`src/rtl/tlc_lamp_monitor.sv`:
```
// tlc_lamp_monitor: decodes the six lamp levels back into the controller phase and reports lamp,
// sequence and dwell faults. Dwell exit/overrun checks are built only with TLC_MON_DWELL_CHECK_EN.
module tlc_lamp_monitor #(
  parameter int DWELL0 = 3,
  parameter int DWELL1 = 1,
  parameter int DWELL2 = 5,
  parameter int DWELL3 = 1,
  parameter int DWELL4 = 4
) (
  input  logic       clk,
  input  logic       reset,
  input  logic       tick,
  input  logic       mr,
  input  logic       mg,
  input  logic       my,
  input  logic       sr,
  input  logic       sg,
  input  logic       sy,
  input  logic       clr_faults,
  output logic [2:0] phase,
  output logic       phase_valid,
  output logic [3:0] dwell,
  output logic       flt_lamp,
  output logic       flt_seq,
  output logic       flt_dwell,
  output logic       stk_lamp,
  output logic       stk_seq,
  output logic       stk_dwell,
  output logic [7:0] fault_count
);

  typedef enum logic [2:0] {
    PH_MR_SG   = 3'd0,
    PH_MR_SY   = 3'd1,
    PH_MG_SR   = 3'd2,
    PH_MY_SR   = 3'd3,
    PH_ALL_RED = 3'd4,
    PH_FLASH   = 3'd5,
    PH_UNKNOWN = 3'd7
  } phase_e;

  // Lamp vector order is {mr, my, mg, sr, sy, sg}.
  localparam logic [5:0] LAMP_MR_SG = 6'b100001;
  localparam logic [5:0] LAMP_MR_SY = 6'b100010;
  localparam logic [5:0] LAMP_MG_SR = 6'b001100;
  localparam logic [5:0] LAMP_MY_SR = 6'b010100;
  localparam logic [5:0] LAMP_MR_SR = 6'b100100;
  localparam logic [5:0] LAMP_MY_SY = 6'b010010;

  if (DWELL0 < 1 || DWELL0 > 15 || DWELL1 < 1 || DWELL1 > 15 || DWELL2 < 1 || DWELL2 > 15 ||
      DWELL3 < 1 || DWELL3 > 15 || DWELL4 < 1 || DWELL4 > 15) begin : g_dwellRange
    $error("tlc_lamp_monitor: every DWELLn must lie in 1..15");
  end

  logic       r_tickQ;
  logic [5:0] r_lampQ;
  logic       r_inValid;
  phase_e     r_phase;
  phase_e     w_phaseNext;
  phase_e     w_decPhase;
  phase_e     w_seqNext;
  logic       w_decValid;
  logic       w_legal;
  logic [3:0] r_dwell;
  logic [3:0] w_dwellNext;
  logic       r_fltLamp, r_fltSeq, r_fltDwell;
  logic       w_fltLampNext, w_fltSeqNext, w_fltDwellNext;
  logic       r_stkLamp, r_stkSeq, r_stkDwell;
  logic       w_anyFault;
  logic [7:0] r_faultCount;
  logic       w_exitFault;
  logic       w_overrunHit;

  // r_inValid keeps the cleared input stage from being decoded as a bad lamp pattern after reset.
  always_ff @(posedge clk) begin
    if (reset) begin
      r_tickQ   <= 1'b0;
      r_lampQ   <= 6'd0;
      r_inValid <= 1'b0;
    end else begin
      r_tickQ   <= tick;
      r_lampQ   <= {mr, my, mg, sr, sy, sg};
      r_inValid <= 1'b1;
    end
  end

  always_comb begin
    w_decPhase = PH_UNKNOWN;
    w_decValid = 1'b1;
    case (r_lampQ)
      LAMP_MR_SG: w_decPhase = PH_MR_SG;
      LAMP_MR_SY: w_decPhase = PH_MR_SY;
      LAMP_MG_SR: w_decPhase = PH_MG_SR;
      LAMP_MY_SR: w_decPhase = PH_MY_SR;
      LAMP_MR_SR: w_decPhase = PH_ALL_RED;
      LAMP_MY_SY: w_decPhase = PH_FLASH;
      default:    w_decValid = 1'b0;
    endcase
  end

  always_comb begin
    w_seqNext = PH_UNKNOWN;
    case (r_phase)
      PH_MR_SG:   w_seqNext = PH_MR_SY;
      PH_MR_SY:   w_seqNext = PH_MG_SR;
      PH_MG_SR:   w_seqNext = PH_MY_SR;
      PH_MY_SR:   w_seqNext = PH_ALL_RED;
      PH_ALL_RED: w_seqNext = PH_MR_SG;
      default:    w_seqNext = PH_UNKNOWN;
    endcase
    w_legal = (w_decPhase == PH_FLASH) || (r_phase == PH_FLASH) || (w_decPhase == w_seqNext);
  end

`ifdef TLC_MON_DWELL_CHECK_EN
  logic [3:0] w_limit;
  logic       w_checked;
  logic       w_visitEnd;
  logic       r_overrun;

  always_comb begin
    w_limit = 4'd0;
    case (r_phase)
      PH_MR_SG:   w_limit = 4'(DWELL0);
      PH_MR_SY:   w_limit = 4'(DWELL1);
      PH_MG_SR:   w_limit = 4'(DWELL2);
      PH_MY_SR:   w_limit = 4'(DWELL3);
      PH_ALL_RED: w_limit = 4'(DWELL4);
      default:    w_limit = 4'd0;
    endcase
  end

  assign w_checked    = (r_phase != PH_FLASH) && (r_phase != PH_UNKNOWN);
  assign w_exitFault  = w_checked && !r_overrun && (r_dwell != w_limit);
  assign w_overrunHit = w_checked && r_tickQ && !r_overrun && (r_dwell == w_limit);
  assign w_visitEnd   = r_inValid && (!w_decValid || (r_phase == PH_UNKNOWN) || (w_decPhase != r_phase));

  // An overrun is reported once per visit and then masks that visit's exit check.
  always_ff @(posedge clk) begin
    if (reset || w_visitEnd) begin
      r_overrun <= 1'b0;
    end else if (w_overrunHit) begin
      r_overrun <= 1'b1;
    end
  end
`else
  assign w_exitFault  = 1'b0;
  assign w_overrunHit = 1'b0;
`endif

  always_comb begin
    w_phaseNext    = r_phase;
    w_dwellNext    = r_dwell;
    w_fltLampNext  = 1'b0;
    w_fltSeqNext   = 1'b0;
    w_fltDwellNext = 1'b0;
    if (r_inValid) begin
      if (!w_decValid) begin
        w_phaseNext   = PH_UNKNOWN;
        w_dwellNext   = 4'd0;
        w_fltLampNext = 1'b1;
      end else if (r_phase == PH_UNKNOWN) begin
        w_phaseNext = w_decPhase;
        w_dwellNext = 4'd0;
      end else if (w_decPhase != r_phase) begin
        w_phaseNext    = w_decPhase;
        w_dwellNext    = 4'd0;
        w_fltSeqNext   = !w_legal;
        w_fltDwellNext = w_exitFault;
      end else begin
        if (r_tickQ && (r_dwell != 4'd15)) begin
          w_dwellNext = r_dwell + 4'd1;
        end
        w_fltDwellNext = w_overrunHit;
      end
    end
  end

  assign w_anyFault = w_fltLampNext | w_fltSeqNext | w_fltDwellNext;

  // A fault arriving with clr_faults wins: stickies set and the count restarts at 1.
  always_ff @(posedge clk) begin
    if (reset) begin
      r_phase      <= PH_UNKNOWN;
      r_dwell      <= 4'd0;
      r_fltLamp    <= 1'b0;
      r_fltSeq     <= 1'b0;
      r_fltDwell   <= 1'b0;
      r_stkLamp    <= 1'b0;
      r_stkSeq     <= 1'b0;
      r_stkDwell   <= 1'b0;
      r_faultCount <= 8'd0;
    end else begin
      r_phase    <= w_phaseNext;
      r_dwell    <= w_dwellNext;
      r_fltLamp  <= w_fltLampNext;
      r_fltSeq   <= w_fltSeqNext;
      r_fltDwell <= w_fltDwellNext;
      r_stkLamp  <= (r_stkLamp & ~clr_faults) | w_fltLampNext;
      r_stkSeq   <= (r_stkSeq & ~clr_faults) | w_fltSeqNext;
      r_stkDwell <= (r_stkDwell & ~clr_faults) | w_fltDwellNext;
      if (w_anyFault) begin
        if (clr_faults) begin
          r_faultCount <= 8'd1;
        end else if (r_faultCount != 8'd255) begin
          r_faultCount <= r_faultCount + 8'd1;
        end
      end else if (clr_faults) begin
        r_faultCount <= 8'd0;
      end
    end
  end

  assign phase       = r_phase;
  assign phase_valid = (r_phase != PH_UNKNOWN);
  assign dwell       = r_dwell;
  assign flt_lamp    = r_fltLamp;
  assign flt_seq     = r_fltSeq;
  assign flt_dwell   = r_fltDwell;
  assign stk_lamp    = r_stkLamp;
  assign stk_seq     = r_stkSeq;
  assign stk_dwell   = r_stkDwell;
  assign fault_count = r_faultCount;

endmodule

```
`config.mk`:
```
export PLATFORM = sky130hd
export DESIGN_NAME = tlc_lamp_monitor
export DESIGN_NICKNAME = d
export VERILOG_FILES = /design/src/rtl/tlc_lamp_monitor.sv
export SDC_FILE = /design/constraint.sdc
export NUM_CORES = 1
export LEC_CHECK = 0
export CORE_MARGIN = 2
export CORE_UTILIZATION = 35
export DETAILED_ROUTE_END_ITERATION = 10
export PLACE_DENSITY = 0.7
export SETUP_SLACK_MARGIN = 0.3
export SLEW_MARGIN = 20
export SYNTH_ARGS = -nofsm -noshare
export SYNTH_HDL_FRONTEND = slang
export SYNTH_SLANG_ARGS = --single-unit
export TNS_END_PERCENT = 10
```
`constraint.sdc`:
```
create_clock -name clk -period 2.6 [get_ports clk]
set_clock_uncertainty 0.05 [all_clocks]
set_input_delay 0.26 -clock clk [delete_from_list [all_inputs] [get_ports clk]]
set_output_delay 0.26 -clock clk [all_outputs]
set_load 0.02 [all_outputs]
```
; After elaboration in Yosys (flattened, before gate mapping)
; Index checks and enable logic that the tools add are counted.
; Widths: inputs -> output; s select.
[totals]
regBits = 28
word_cells = 72
in_bits = 10
out_inout_bits = 22
[op_classes]
n_reduce_logical = 11
n_addsub = 2
n_bitwise = 7
n_mux = 21
eq_ne = 20
[op_table]
columns = op, n
row1 = $mux 8, 4
row2 = $eq 6x6->1 const B, 3
row3 = $pmux 3 s6, 1
row4 = $mux 4, 4
row5 = $pmux 3 s5, 1
row6 = $eq 3x3->1 const B, 4
row7 = $eq 6x5->1 const B, 2
row8 = $mux 3, 3
row9 = $add 8x1->8 const B, 1
row10 = $mux 1, 8
row11 = $ne 8x8->1 const B, 1
row12 = $eq 3x2->1 const B, 2
row13 = $eq 6x4->1 const B, 1
row14 = $reduce_and 2->1, 3
row15 = $reduce_or 6->1, 1
row16 = $add 4x1->4 const B, 1
row17 = $ne 4x1->1 const B, 1
row18 = $ne 4x4->1 const B, 1
row19 = $reduce_bool 2->1, 2
row20 = $and 1x1->1, 3
row21 = $eq 3x1->1 const B, 1
row22 = $eq 3x3->1, 1
row23 = $logic_not 3->1, 1
row24 = $ne 3x1->1 const B, 1
row25 = other kinds (7), 10

; Longest topological paths before layout
; Gate-level depths: netlist (run 1).
[logic_depth]
depth_word = 13
ltp_mapped = 10
mapped_depth_nobuf = 8

; Least setup slack after synthesis (run 1)
; No wires, ideal clock.
[synth_timing]
kind = register to register
startpoint = register r_lampQ[0]
endpoint = register r_faultCount[5], in the netlist fault_count[5]
slack_ns = 0.151
n_path_buf = 0
setup_time_ns = 0.135
required_ns = 2.415
period_less_slack_ns = 2.449
path_stages_with_launch = 9
t_arrival_ns = 2.264
path_cell_list = dfxtp_1 nand2b_4 or4_1 nor3b_4 mux2i_1 o32a_2 o21a_1 o311ai_0 o41ai_1
[synth_via]
elab_chain_len = 13
word_cells_on_any_way = 25
classes_between = eq/ne (9) / mux (9) / bitwise (1) / reduce/logical (6)
[synth_rtl]
columns = item, line_no
row1 = start: declaration, 56  ; logic [5:0] r_lampQ;
row2 = start signal: assignment, 82  ; r_lampQ <= {mr, my, mg, sr, sy, sg};
row3 = "$eq 6x5->1, or another cell as far along", 90  ; case (r_lampQ)
row4 = $pmux 3 s6, 90
row5 = $eq 3x3->1, 111  ; w_legal = (w_decPhase == PH_FLASH) || (r_phase == PH_FLASH) || (w_decPhase == w_seqNext);
row6 = $logic_or 1x1->1 (2 in series), 111
row7 = $logic_not 1->1, 167  ; w_fltSeqNext = !w_legal;
row8 = $mux 1, 164  ; end else if (w_decPhase != r_phase) begin
row9 = $mux 1, 161  ; end else if (r_phase == PH_UNKNOWN) begin
row10 = $mux 1, 157  ; if (!w_decValid) begin
row11 = $mux 1, 156  ; if (r_inValid) begin
row12 = $or 1x1->1 *, 178  ; assign w_anyFault = w_fltLampNext | w_fltSeqNext | w_fltDwellNext;
row13 = $reduce_bool 2->1 (no line), --
row14 = $reduce_and 2->1 (no line), --
row15 = end signal: assignment, 205  ; r_faultCount <= r_faultCount + 8'd1;
row16 = end: declaration, 70  ; logic [7:0] r_faultCount;
; Every way passes the cells marked *; elsewhere a longest branch is shown, timed or not.
; A chain may end at the register's enable or synchronous reset.

; Worst setup path after layout (run 1)
[layout_timing]
startpoint = register r_lampQ[0]
endpoint = register r_faultCount[3], in the netlist fault_count[3]
; The elaborated chain is that of the path after synthesis.

==> impl_metrics.xml, run 1 <==
<?xml version="1.0" encoding="UTF-8"?>
<metrics>
  <group name="clocking">
    <metric name="cts_buffer_depth" unit="">2</metric>
    <metric name="clkTransAtPathRegs" unit="ns">0.10</metric>
    <metric name="cts_hold_repair.buffers" unit="">0</metric>
    <metric name="clk_latency" unit="ns">0.27</metric>
    <metric name="cts_tree" unit="">done</metric>
    <metric name="number_of_buffers_inserted_during_clock_tree_synthesis" unit="">3</metric>
    <metric name="clock_tree.root_cell" unit="">clkbuf_8</metric>
    <metric name="cts.htree.levels" unit="">1</metric>
    <metric name="clock_sinks" unit="">28</metric>
  </group>
  <group name="global_route">
    <metric name="gr-usage-met3" unit="%">3.92</metric>
    <metric name="globalRoute.busiestLayer" unit="">met2</metric>
    <metric name="grt_util_met2" unit="%">23.2</metric>
    <metric name="groute.layer.met1.usage" unit="%">16.8</metric>
    <metric name="gr_overflow_total" unit="">0</metric>
    <metric name="number_of_global_route_vias_before_repair" unit="">1223</metric>
    <metric name="maximum_number_of_pins_on_one_net_before_global_route_repair" unit="">16</metric>
    <metric name="antenna_found_initial" unit="">0</metric>
    <metric name="grt_first_pass_wirelength" unit="µm">5500</metric>
    <metric name="globalRouteTotalUtil" unit="%">13.6</metric>
  </group>
  <group name="synth">
    <metric name="syn-cell-area" unit="µm²">1490</metric>
    <metric name="postSynth.asyncResetShare" unit="%">0</metric>
    <metric name="share_of_synthesized_area_occupied_by_flip_flops_and_latches" unit="%">37.6</metric>
    <metric name="yosys_register_bits" unit="">28</metric>
    <metric name="synth_top_area_share" unit="%">37.6</metric>
    <metric name="postSynthAreaPerCell" unit="µm²">8.88</metric>
    <metric name="mappedNetlistNets" unit="">180</metric>
    <metric name="synth_top_cells_by_area" unit="">dfxtp_1, mux2i_1, xnor2_1, nand3_1, nor2b_1</metric>
    <metric name="yosys_synthesis_warning_count" unit="">0</metric>
    <metric name="netlist-cell-type-count" unit="">52</metric>
    <metric name="synth-edff-count" unit="">0</metric>
    <metric name="ys.flop_type" unit="">dfxtp_1</metric>
    <metric name="synth_cells" unit="">168</metric>
    <metric name="netlist.top_cell.by_area" unit="">dfxtp_1</metric>
  </group>
  <group name="timing">
    <metric name="slew_limit_headroom" unit="%">62.3</metric>
    <metric name="hold_ws" unit="ns">0.414</metric>
    <metric name="period_minus_slack" unit="ns">2.44</metric>
    <metric name="max_clock_freq" unit="MHz">409</metric>
    <metric name="report.final.setup_viol" unit="">0</metric>
    <metric name="worstMarginPinSlew" unit="ns">0.563</metric>
    <metric name="setup_repair_after_global_routing_missed_its_margin" unit="">true</metric>
    <metric name="setup_total_negative_slack" unit="ns">0</metric>
    <metric name="finalHoldViolations" unit="">0</metric>
    <metric name="timing.final.crit_share" unit="%">94.0</metric>
    <metric name="slew_violations" unit="">0</metric>
  </group>
  <group name="layout">
    <metric name="flow.area_growth_from_synthesis" unit="%">30.2</metric>
    <metric name="final_core_util" unit="%">47.9</metric>
    <metric name="final_area" unit="µm²">1940</metric>
    <metric name="finalNetCount" unit="">213</metric>
    <metric name="fraction_of_layout_cells_with_a_size_suffix_above_1" unit="%">13.0</metric>
    <metric name="antenna_cells" unit="">0</metric>
  </group>
  <group name="power_and_ir_drop">
    <metric name="power_density" unit="nW/µm²">444</metric>
    <metric name="intPower" unit="µW">645</metric>
    <metric name="static-leakage-power" unit="nW">0.757</metric>
    <metric name="p_clk_share" unit="%">31.3</metric>
    <metric name="total_power" unit="µW">861</metric>
    <metric name="power_switching_share" unit="%">25.1</metric>
    <metric name="sequentialPowerShare" unit="%">53.4</metric>
    <metric name="comb_power_share" unit="%">15.3</metric>
    <metric name="vdd_drop_max" unit="µV">283</metric>
    <metric name="total_switching_power" unit="µW">216</metric>
  </group>
  <group name="place">
    <metric name="place.gp.congestion" unit="">0.819</metric>
    <metric name="dpl_cell_area" unit="µm²">1850</metric>
    <metric name="port_buffers" unit="">30</metric>
    <metric name="dp_hpwl" unit="µm">2340</metric>
  </group>
  <group name="worst_hold_path">
    <metric name="min_path_type" unit="">register to register</metric>
  </group>
  <group name="run">
    <metric name="maxCapViolations" unit="">0</metric>
  </group>
  <group name="worst_setup_path">
    <metric name="start_to_end_type_of_the_worst_setup_path" unit="">register to register</metric>
    <metric name="critical-path-max-stage-delay" unit="ns">0.49</metric>
    <metric name="crit_path_cell_trace" unit="">nand2b_4 -&gt; or4_4 -&gt; nor3b_4 -&gt; mux2i_1 -&gt; o32a_2 -&gt; o21a_1 -&gt; or3_1 -&gt; a21oi_1</metric>
    <metric name="startpoint_type_of_the_worst_setup_path" unit="">register</metric>
    <metric name="arrival" unit="ns">2.60</metric>
    <metric name="cp.buffers_inverters" unit="">0</metric>
    <metric name="critical_path_required" unit="ns">2.76</metric>
    <metric name="crit_slowest_cell" unit="">or4_4</metric>
    <metric name="crit_fanout" unit="">6</metric>
    <metric name="critical_path.top_delay_family" unit="">simple AND/OR/NAND/NOR gates</metric>
    <metric name="timing.critical_path.to_type" unit="">register</metric>
  </group>
  <group name="drt">
    <metric name="route.antenna.remaining_nets" unit="">0</metric>
    <metric name="routedWlPerCell" unit="µm">12.8</metric>
    <metric name="drtIter0Drc" unit="">89</metric>
    <metric name="drtPass1Iterations" unit="">4</metric>
    <metric name="routed-via-count" unit="">1316</metric>
    <metric name="drc" unit="">0</metric>
    <metric name="detail_route.wirelength" unit="µm">3210</metric>
    <metric name="detail_route.vias_per_cell" unit="">5.26</metric>
  </group>
  <group name="die">
    <metric name="die_w" unit="µm">69.3</metric>
    <metric name="boundaryPins" unit="">32</metric>
    <metric name="fp-row-count" unit="">23</metric>
    <metric name="initial_core_util" unit="%">36.8</metric>
    <metric name="die_area" unit="µm²">4800</metric>
    <metric name="fp.dieH" unit="µm">69.3</metric>
    <metric name="core_region_area" unit="µm²">4060</metric>
  </group>
  <group name="outcome">
    <metric name="status" unit="">completed</metric>
  </group>
</metrics>
-- metal layers --
layer  up-vias  wire length, µm  part of all wire (%)
met2        24             1560                    49
met1       610             1460                    46
li1        678                -                     -
met4         0               31                  0.97
met3         4              152                   4.7
met5         -                0                     0
-- worst register-to-register path, stage by stage, from the launching register on --
cell and delay [ns]:
dfxtp_2 0.33, nand2b_4 0.14, or4_4 0.49, nor3b_4 0.20, mux2i_1 0.12, o32a_2 0.41
o21a_1 0.21, or3_1 0.31, a21oi_1 0.12
-- state kept, by name (all words and copies together), names as in the netlist --
name and count:
r_tickQ 1, stk_seq 1, phase 3, stk_dwell 1
r_inValid 1, dwell 4, flt_lamp 1, flt_seq 1
fault_count 8, stk_lamp 1, r_lampQ 6
-- power groups by stage --
stage	logic (mW)	registers (mW)	clock network, mW
global route	0.143	0.463	0.300
floorplan	0.0835	0.467	0
detailed placement	0.127	0.469	0
finish	0.132	0.460	0.270
CTS	0.130	0.460	0.282
global placement	0.127	0.469	0
-- per-stage QoR --
stage	instances	setup slack (ns)
global placement	243	0.133
detailed placement	243	0.0927
CTS	249	0.180
global route	250	0.0173
finish	250	0.157
floorplan	168	0.162
-- worst paths after layout --
check | endpoint | startpoint | slack [ns] | depth (start not counted)
worst max-delay path | fault_count[3] | r_lampQ[0] | 0.16 | 8
worst min-delay path | stk_lamp | stk_lamp | 0.41 | 1
worst max register to register | fault_count[3] | r_lampQ[0] | 0.16 | 8
worst min register to register | stk_lamp | stk_lamp | 0.41 | 1
-- final cells by class --
class | instances | area, µm²
fillers | 388 | 2120
multi-input cells | 126 | 882
inverters | 4 | 15.0
repair buffers | 38 | 360
flip-flops and latches | 28 | 567
well taps | 50 | 62.6
clock buffers | 4 | 55.1
-- placed cells by master, fill, tap and decap left out, types with 2 or more instances in the layout --
| master | n |
|---|---|
| a21oi_1 | 6 |
| buf_4 | 8 |
| xor2_1 | 3 |
| clkbuf_8 | 4 |
| o21a_1 | 2 |
| nand3b_1 | 2 |
| nand3_1 | 10 |
| nor4_1 | 3 |
| or2_2 | 2 |
| o21ai_0 | 2 |
| inv_1 | 4 |
| o41ai_1 | 3 |
| nand2b_1 | 6 |
| o211ai_1 | 2 |
| nand2_1 | 13 |
| xnor2_1 | 5 |
| nor2b_1 | 8 |
| nor2_1 | 6 |
| ha_1 | 2 |
| and3_1 | 3 |
| a41o_1 | 2 |
| dfxtp_2 | 5 |
| dfxtp_1 | 23 |
| clkdlybuf4s50_1 | 30 |
| nor3_1 | 6 |
| or3_1 | 4 |
| mux2i_1 | 7 |
| a21o_1 | 2 |
-- cells by family after synthesis --
group	Yosys count	share of synthesized area [%]
buffers and inverters	14	4.03
adders and majority gates	2	1.68
other	1	0.251
xor gates and xnor gates	9	5.29
AOI/OAI and AO/OA	32	16.9
DFF	28	37.6
muxes	7	4.70
and+or+nand+nor	75	29.5
-- cells in the mapped netlist (2+ instances only) --
master    instances
o21ai_0           2
or3_1             4
nand3_1          10
nor3_1            6
mux2i_1           7
buf_2             3
and3_1            3
nand2b_1          6
inv_1             4
or4_1             2
nor4_1            3
o41ai_1           3
a21o_1            2
xor2_1            3
nor2b_1           8
a41o_1            2
ha_1              2
nor2_1            6
o21a_1            2
xnor2_1           6
dfxtp_1          28
or2_2             2
a21oi_1           6
o211ai_1          2
clkbuf_1          6
nand3b_1          2
nand2_1          13
-- what timing repair did --
action,4_1_cts,5_1_grt
gates cloned,0,0
hold endpoints to repair,0,0
endpoints found under the setup margin,13,14
buffers inserted,2,1
gates resized for setup,6,1
pin swaps,7,4
Note: power is estimated with default switching activity, not from simulation.
==> run 2, diff against run 1 <==
--- a/config.mk
+++ b/config.mk
@@ -5,6 +5,7 @@
 export SDC_FILE = /design/constraint.sdc
 export NUM_CORES = 1
 export LEC_CHECK = 0
+export CORE_ASPECT_RATIO = 0.75
 export CORE_MARGIN = 2
 export CORE_UTILIZATION = 35
 export DETAILED_ROUTE_END_ITERATION = 10
==> run 2 against run 1 <==
Hold slack about the same. Die area rose by 0.10%. Register-to-register slack worse by 0.09 ns. Routed wire length grew 13%. First-iteration DRC count up 16%. Largest cell class unchanged.
==> impl_metrics.xml, run 2 (synthesis results as in run 1) <==
<?xml version="1.0" encoding="UTF-8"?>
<metrics>
  <group name="timing">
    <metric name="report.final.setup_viol" unit="">0</metric>
    <metric name="slew_limit_headroom" unit="%">52.1</metric>
    <metric name="timing.final.crit_share" unit="%">97.6</metric>
    <metric name="max_clock_freq" unit="MHz">394</metric>
    <metric name="finalHoldViolations" unit="">0</metric>
    <metric name="worst_slack" unit="ns">0.0634</metric>
    <metric name="worstMarginPinSlew" unit="ns">0.716</metric>
    <metric name="setup_total_negative_slack" unit="ns">0</metric>
    <metric name="setup_repair_after_global_routing_missed_its_margin" unit="">true</metric>
    <metric name="period_minus_slack" unit="ns">2.54</metric>
    <metric name="hold_ws" unit="ns">0.414</metric>
    <metric name="slew_violations" unit="">0</metric>
  </group>
  <group name="worst_setup_path">
    <metric name="critical-path-max-stage-delay" unit="ns">0.49</metric>
    <metric name="timing.reg2reg.setup_slack" unit="ns">0.06</metric>
    <metric name="crit_slowest_cell" unit="">or4_4</metric>
    <metric name="start_to_end_type_of_the_worst_setup_path" unit="">register to register</metric>
    <metric name="arrival" unit="ns">2.71</metric>
    <metric name="worst_r2r_endpoint" unit="">fault_count[3]</metric>
    <metric name="timing.rr.start" unit="">r_lampQ[2]</metric>
    <metric name="startpoint_type_of_the_worst_setup_path" unit="">register</metric>
    <metric name="path_depth_of_the_worst_reg2reg_path" unit="">8</metric>
    <metric name="critical_path_required" unit="ns">2.77</metric>
    <metric name="crit_path_cell_trace" unit="">nand2b_4 -&gt; or4_4 -&gt; nor3b_4 -&gt; mux2i_1 -&gt; o32a_2 -&gt; o21a_4 -&gt; or3_4 -&gt; a21oi_2</metric>
    <metric name="timing.critical_path.to_type" unit="">register</metric>
    <metric name="cp.buffers_inverters" unit="">0</metric>
    <metric name="crit_fanout" unit="">6</metric>
    <metric name="critical_path.top_delay_family" unit="">simple AND/OR/NAND/NOR gates</metric>
  </group>
  <group name="drt">
    <metric name="detail_route.wirelength" unit="µm">3620</metric>
    <metric name="route.antenna.remaining_nets" unit="">0</metric>
    <metric name="drtPass1Iterations" unit="">4</metric>
    <metric name="drc" unit="">0</metric>
    <metric name="routedWlPerCell" unit="µm">14.0</metric>
    <metric name="routed-via-count" unit="">1401</metric>
    <metric name="drtIter0Drc" unit="">103</metric>
    <metric name="detail_route.vias_per_cell" unit="">5.43</metric>
  </group>
  <group name="clocking">
    <metric name="clkTransAtPathRegs" unit="ns">0.10</metric>
    <metric name="clk_latency" unit="ns">0.28</metric>
    <metric name="cts_buffer_depth" unit="">2</metric>
    <metric name="number_of_buffers_inserted_during_clock_tree_synthesis" unit="">3</metric>
    <metric name="cts_hold_repair.buffers" unit="">0</metric>
    <metric name="clock_tree.root_cell" unit="">clkbuf_8</metric>
    <metric name="cts_tree" unit="">done</metric>
    <metric name="clock_sinks" unit="">28</metric>
    <metric name="cts.htree.levels" unit="">1</metric>
  </group>
  <group name="place">
    <metric name="place_ws" unit="ns">0.0612</metric>
    <metric name="port_buffers" unit="">30</metric>
    <metric name="dp_hpwl" unit="µm">2420</metric>
    <metric name="dpl_cell_area" unit="µm²">1850</metric>
    <metric name="place.gp.congestion" unit="">0.849</metric>
    <metric name="placedCellCount" unit="">248</metric>
  </group>
  <group name="power_and_ir_drop">
    <metric name="total_power" unit="µW">950</metric>
    <metric name="power_density" unit="nW/µm²">465</metric>
    <metric name="vdd_drop_max" unit="µV">239</metric>
    <metric name="static-leakage-power" unit="nW">0.788</metric>
  </group>
  <group name="die">
    <metric name="die_area" unit="µm²">4800</metric>
    <metric name="core_region_area" unit="µm²">4080</metric>
    <metric name="boundaryPins" unit="">32</metric>
    <metric name="initial_core_util" unit="%">36.6</metric>
    <metric name="fp-row-count" unit="">20</metric>
    <metric name="die_w" unit="µm">79.4</metric>
    <metric name="fp.dieH" unit="µm">60.5</metric>
  </group>
  <group name="worst_hold_path">
    <metric name="hold-path-endpoint" unit="">stk_seq</metric>
    <metric name="min_path_type" unit="">register to register</metric>
    <metric name="holdPathStages" unit="">1</metric>
    <metric name="timing.hold.worst.start" unit="">stk_seq</metric>
  </group>
  <group name="layout">
    <metric name="final_core_util" unit="%">50.1</metric>
    <metric name="most_frequent_standard_cell_in_the_layout_excluding_fill_and_tap_cells" unit="">clkdlybuf4s50_1</metric>
    <metric name="final_area" unit="µm²">2040</metric>
    <metric name="largest_register_ff_count" unit="">8</metric>
    <metric name="antenna_cells" unit="">0</metric>
    <metric name="fraction_of_layout_cells_with_a_size_suffix_above_1" unit="%">18.2</metric>
    <metric name="layout_common_cells" unit="">clkdlybuf4s50_1, dfxtp_1, nand2_1</metric>
    <metric name="post_layout_nonfiller_instances" unit="">258</metric>
    <metric name="flow.area_growth_from_synthesis" unit="%">37.1</metric>
    <metric name="finalNetCount" unit="">216</metric>
  </group>
  <group name="global_route">
    <metric name="maximum_number_of_pins_on_one_net_before_global_route_repair" unit="">17</metric>
    <metric name="antenna_found_initial" unit="">0</metric>
    <metric name="gr_overflow_total" unit="">0</metric>
    <metric name="number_of_global_route_vias_before_repair" unit="">1198</metric>
    <metric name="grt_first_pass_wirelength" unit="µm">5580</metric>
    <metric name="globalRouteTotalUtil" unit="%">15.0</metric>
  </group>
  <group name="run">
    <metric name="maxCapViolations" unit="">0</metric>
  </group>
  <group name="outcome">
    <metric name="status" unit="">completed</metric>
  </group>
</metrics>
==> run 2: worst max path at each step <==
stage / start / endpoint / slack, ns / depth (start not counted)
final: r_lampQ[2] / fault_count[3] / 0.06 / 8
after CTS: r_lampQ[0] / fault_count[5] / 0.15 / 10
after floorplan: r_lampQ[0] / fault_count[3] / 0.16 / 8
after detailed placement: r_lampQ[2] / fault_count[5] / 0.06 / 7
after global routing: r_lampQ[0] / fault_count[3] / -0.01 / 8
after global placement: r_lampQ[2] / fault_count[3] / 0.14 / 8
==> run 2: routing by layer <==
metal	track usage, %	part of all wire, %	vias to the layer above
met5	0	0	-
met4	4.19	0.72	0
met3	4.91	5.3	4
met2	23.0	47	37
met1	20.6	47	672
li1	-	-	688
==> run 2: worst register-to-register path, cell delays in order (launching register included) <==
cell and delay, ns:
dfxtp_2 0.40, nand2b_4 0.07, or4_4 0.49, nor3b_4 0.19
mux2i_1 0.13, o32a_2 0.45, o21a_4 0.26, or3_4 0.33
a21oi_2 0.11
==> run 2: report_power, final <==
group	total (mW)	internal [mW]	switching [mW]	leakage [nW]
Sequential	0.461	0.442	0.0191	0.231
Clock	0.345	0.206	0.138	0.0357
Combinational	0.145	0.0725	0.0724	0.522
Total	0.950	0.720	0.230	0.788
==> run 2: timing repair <==
action,CTS,global route
pin swaps,3,8
cloned,0,1
gates resized for setup,4,14
endpoints found under the setup margin,13,15
buffers inserted,0,5
==> run 2: area by class of cell <==
type | instances | area, µm²
clock buffers | 3 | 41.3
repair buffers | 40 | 375
inverters | 4 | 15.0
fillers | 381 | 2030
multi-input cells | 127 | 945
well taps | 55 | 68.8
clock inverters | 1 | 30.0
flip-flops and latches | 28 | 569
